--- config.mk ---
export PLATFORM = sky130hd
export DESIGN_NAME = prog_loader
export DESIGN_NICKNAME = d
export VERILOG_FILES = /design/src/rtl/prog_loader.sv
export SDC_FILE = /design/constraint.sdc
export NUM_CORES = 1
export LEC_CHECK = 0
export ABC_AREA = 1
export CAP_MARGIN = 20
export CORE_ASPECT_RATIO = 0.7
export CORE_MARGIN = 2
export CORE_UTILIZATION = 60
export CTS_CLUSTER_DIAMETER = 120
export DETAILED_ROUTE_END_ITERATION = 10
export GPL_TIMING_DRIVEN = 0
export PLACE_DENSITY = 0.93
export SYNTH_ARGS = -nofsm -noshare
export SYNTH_HDL_FRONTEND = slang
export SYNTH_SLANG_ARGS = --single-unit
export TNS_END_PERCENT = 100
--- constraint.sdc ---
create_clock -name Clock -period 4.7 [get_ports Clock]
set_input_delay 1.175 -clock Clock [delete_from_list [all_inputs] [get_ports Clock]]
set_output_delay 1.175 -clock Clock [all_outputs]
set_load 0.05 [all_outputs]
--- src/rtl/prog_loader.sv ---
// Byte-stream program loader: frames length/data/checksum bytes into 32-bit
// instruction words, writes them to program memory and holds the core until done.
module prog_loader #(
  parameter int DEPTH_WORDS = 256
) (
  input  logic        Clock,
  input  logic        nReset,
  input  logic [7:0]  byteIn,
  input  logic        byteValid,
  output logic        byteReady,
  input  logic        reload,
  output logic        progWrite,
  output logic [31:0] progAddr,
  output logic [31:0] progData,
  output logic        coreHold,
  output logic        loadDone,
  output logic        loadError
);

  typedef enum logic [2:0] {
    S_LEN_LO,
    S_LEN_HI,
    S_DATA,
    S_CSUM,
    S_DONE,
    S_ERROR
  } state_t;

  localparam logic [16:0] LP_DEPTH = 17'(DEPTH_WORDS);

  state_t      r_state;
  state_t      w_nextState;
  logic [15:0] r_len;
  logic [15:0] r_wordIdx;
  logic [1:0]  r_lane;
  logic [23:0] r_shift;
  logic [7:0]  r_csum;
  logic        r_progWrite;
  logic [31:0] r_progAddr;
  logic [31:0] r_progData;
  logic        w_accept;
  logic        w_lastWord;
  logic [15:0] w_lenFull;

  assign w_accept   = byteValid && byteReady;
  assign w_lenFull  = {byteIn, r_len[7:0]};
  assign w_lastWord = (r_lane == 2'd3) && (r_wordIdx == (r_len - 16'd1));

  assign progWrite  = r_progWrite;
  assign progAddr   = r_progAddr;
  assign progData   = r_progData;

  always_comb begin
    byteReady = (r_state == S_LEN_LO) || (r_state == S_LEN_HI) ||
                (r_state == S_DATA)   || (r_state == S_CSUM);
    coreHold  = (r_state != S_DONE);
    loadDone  = (r_state == S_DONE);
    loadError = (r_state == S_ERROR);
  end

  always_ff @(posedge Clock or negedge nReset) begin
    if (!nReset) begin
      r_state <= S_LEN_LO;
    end else begin
      r_state <= w_nextState;
    end
  end

  always_comb begin
    w_nextState = r_state;
    case (r_state)
      S_LEN_LO: if (w_accept) w_nextState = S_LEN_HI;
      S_LEN_HI: begin
        if (w_accept) begin
          if ({1'b0, w_lenFull} > LP_DEPTH) w_nextState = S_ERROR;
          else if (w_lenFull == 16'd0)       w_nextState = S_CSUM;
          else                               w_nextState = S_DATA;
        end
      end
      S_DATA:   if (w_accept && w_lastWord) w_nextState = S_CSUM;
      S_CSUM: begin
        if (w_accept) w_nextState = (byteIn == r_csum) ? S_DONE : S_ERROR;
      end
      S_DONE, S_ERROR: if (reload) w_nextState = S_LEN_LO;
      default: w_nextState = S_LEN_LO;
    endcase
  end

  // Checksum covers every accepted byte except the checksum byte itself;
  // the write strobe is registered so it lands the cycle after lane 3.
  always_ff @(posedge Clock or negedge nReset) begin
    if (!nReset) begin
      r_len       <= '0;
      r_wordIdx   <= '0;
      r_lane      <= '0;
      r_shift     <= '0;
      r_csum      <= '0;
      r_progWrite <= 1'b0;
      r_progAddr  <= '0;
      r_progData  <= '0;
    end else begin
      r_progWrite <= 1'b0;
      if (w_accept && (r_state != S_CSUM)) r_csum <= r_csum + byteIn;
      case (r_state)
        S_LEN_LO: if (w_accept) r_len[7:0] <= byteIn;
        S_LEN_HI: begin
          if (w_accept) begin
            r_len[15:8] <= byteIn;
            r_lane      <= '0;
            r_wordIdx   <= '0;
          end
        end
        S_DATA: begin
          if (w_accept) begin
            r_lane <= r_lane + 2'd1;
            case (r_lane)
              2'd0: r_shift[7:0]   <= byteIn;
              2'd1: r_shift[15:8]  <= byteIn;
              2'd2: r_shift[23:16] <= byteIn;
              default: begin
                r_progWrite <= 1'b1;
                r_progData  <= {byteIn, r_shift};
                r_progAddr  <= {14'd0, r_wordIdx, 2'b00};
                r_wordIdx   <= r_wordIdx + 16'd1;
              end
            endcase
          end
        end
        S_DONE, S_ERROR: begin
          if (reload) begin
            r_csum    <= '0;
            r_lane    <= '0;
            r_wordIdx <= '0;
            r_len     <= '0;
            r_shift   <= '0;
          end
        end
        default: ;
      endcase
    end
  end

endmodule

==> flow_summary.json <==
{
  "status": "finished clean",
  "synth.distinct_cells": 40,
  "ys_seq_area_share_pct": 47.5,
  "rsz0062_at_grt": "no",
  "grt_overflow": 0,
  "place_area_um2": 7100,
  "dieArea_um2": 11200,
  "ys_seq_elements": 118,
  "max_stage_delay_ns": 0.82,
  "synth.area.mux_share_pct": 0,
  "grt_pass1_wl_um": 26600,
  "drv_cap": 0,
  "synthCells": 760,
  "synth-compound-area-share_pct": 12.2,
  "max_freq_ghz": 0.310,
  "utilization_pct": 75.1,
  "coreArea_um2": 10200,
  "avgSynthCellArea_um2": 8.18,
  "rr_worst_depth": 14,
  "startpoint_type": "register",
  "vias_per_cell": 5.56,
  "hp-class": "register to register",
  "post_cts_buffers": 0,
  "cts_tree": "done",
  "cts-htree-levels": 4,
  "synth_top_family_by_area": "simple AND/OR/NAND/NOR gates",
  "grt_pass1_vias": 5399,
  "min_path_cells": 2,
  "gp_congestion": 0.953,
  "diodes": 0,
  "vias": 5587,
  "drc_errors": 0,
  "hold-path-endpoint": "progData[13]",
  "r2r-start": "r_len[0]",
  "antenna_found_initial": 0,
  "cts_resized": 0,
  "die_h_um": 89.1,
  "drtIter0Drc": 473,
  "finClkSkew_ns": 0.00968,
  "layout-drive-gt1-share_pct": 11.1,
  "ant_nets": 0,
  "arrival_ns": 2.05,
  "final_max_slew_viol_count": 0,
  "layout_commonest_cell": "nand2_1",
  "syn_area_um2": 6210,
  "synth-adder-area-share_pct": 3.34,
  "place_hpwl_um": 11000,
  "fp.dieW_um": 126,
  "p_leak_nw": 3.74,
  "slew_headroom_pct": 59.1,
  "final_cell_area_um2": 7660,
  "finalSetupTns_ns": 0,
  "grt_max_degree": 61,
  "setup_violations": 0,
  "synth_xor_area_share_pct": 3.81,
  "slowest_stage": "clkdlybuf4s50_1",
  "std_cell_rows": 31,
  "vdd_drop_max_mv": 0.438,
  "start_util_pct": 60.9,
  "layout_common_cells": "nand2_1, dfrtp_1, inv_1, nor2_1, clkdlybuf4s50_1",
  "synth-simple-area-share_pct": 24.5,
  "clk_pin_slew_ns": 0.06,
  "power_mw": 4.17,
  "critPathBufInv": 2,
  "critPathMaxFanout": 4,
  "root_buffer": "clkbuf_16",
  "worst_pin_slew_ns": 0.614,
  "yosys_warnings": 0,
  "hold_viol_final": 0,
  "clk_path_buf_depth": 2,
  "r2r_end": "r_state[2]",
  "crit_chain": "inv_1, nand2_2, nor2_1, clkdlybuf4s50_1",
  "drt-wirelength-per-cell_um": 16.1,
  "area_delta_synth_final_pct": 23.3,
  "min_from": "progData[13]",
  "insertion_delay_ns": 0.43,
  "cts-buffers-inserted": 17,
  "numPortBuffers": 64,
  "fin_crit_ns": 3.22,
  "grt_use_total_pct": 30.5,
  "required_ns": 3.52,
  "critPathCaptureType": "output port",
  "cts.sinks": 118,
  "cts_hold_buf": 0,
  "worst-setup-path-type": "register to output port",
  "pin_count": 81,
  "fin_nets": 887,
  "drt_pass1_iterations": 6,
  "routed_wl_um": 16100,
  "crit_family": "buffers and inverters",
  "r2r_slack_ns": 2.46,
  "fin_crit_sh_pct": 68.6,
  "power_density_nw_per_um2": 544
}
-- final cells by class --
class / count / area [um^2]
Buffer: 41 / 243
Fill cell: 679 / 2540
Clock buffer: 18 / 439
Sequential cell: 118 / 2950
Tap cell: 132 / 165
Multi-Input combinational cell: 539 / 2780
Clock inverter: 14 / 119
Timing Repair Buffer: 65 / 669
Inverter: 77 / 292
-- per-layer routing --
layer	vias up	GRT usage (%)	wire, um
li1	2620	-	-
met2	303	48.9	7640
met4	0	14.9	496
met5	-	0	0
met3	59	7.84	1490
met1	2605	39.6	6530
-- synth_stat cells, drive strengths merged --
master / instances / area, um^2
nand4: 9 / 56.3
nand2: 230 / 871
dfrtp: 118 / 2950
o22ai: 1 / 12.5
o21ai: 82 / 425
nand3b: 4 / 30.0
a22oi: 1 / 21.3
xnor2: 4 / 35.0
nor3b: 1 / 12.5
or2: 3 / 18.8
buf: 28 / 194
a211o: 1 / 8.76
o211ai: 6 / 86.3
nor2: 70 / 294
clkbuf: 13 / 48.8
conb: 1 / 3.75
o31ai: 8 / 100
inv: 77 / 292
nand3: 29 / 145
nor4: 3 / 18.8
o21bai: 1 / 7.51
o2111ai: 1 / 8.76
nor3: 15 / 75.1
fa: 1 / 20.0
xor2: 23 / 201
a21oi: 15 / 86.3
ha: 15 / 188
-- per-stage QoR --
stage | setup slack (ns) | instances | hold slack [ns]
after floorplan | 1.79 | 775 | 0.442
after global placement | -1.96 | 971 | 0.455
after detailed placement | 1.26 | 972 | 0.460
after CTS | 1.47 | 1004 | 0.478
after global routing | 1.41 | 1004 | 0.496
final | 1.48 | 1004 | 0.473
-- worst min-delay path, stage by stage, from the launching register on --
cell and delay, ns:
dfrtp_1 0.34, nand2_1 0.05, nand2_1 0.05
-- where the power goes --
part | leakage, nW | switching [mW] | total, mW | internal, mW
Clock | 0.264 | 0.522 | 1.22 | 0.700
Combinational | 1.91 | 1.03 | 1.54 | 0.514
Sequential | 1.57 | 0.177 | 1.40 | 1.22
Total | 3.74 | 1.73 | 4.17 | 2.44
-- how the worst max path moves through the flow --
stage | startpoint | to | slack [ns] | depth (start not counted)
floorplan | r_state[2] | coreHold | 1.79 | 3
global placement | nReset | progData[12] | -1.96 | 1
detailed placement | byteIn[0] | r_csum[6] | 1.26 | 13
CTS | r_state[0] | loadDone | 1.47 | 4
global route | r_state[0] | loadDone | 1.41 | 4
finish | r_state[0] | loadDone | 1.48 | 4
-- kinds of logic after synthesis --
| family | Yosys count |
|---|---|
| DFF | 118 |
| adders and majority gates | 16 |
| AOI/OAI and AO/OA | 116 |
| and+or+nand+nor | 364 |
| xor gates and xnor gates | 27 |
| buffers and inverters | 118 |
| other | 1 |
-- registers in the layout (all words and copies together) (netlist names) --
name / flops
r_state: 3
r_wordIdx: 16
progData: 32
r_len: 16
r_shift: 24
progAddr: 16
progWrite: 1
r_lane: 2
r_csum: 8
(Power assumes the default switching activity.)
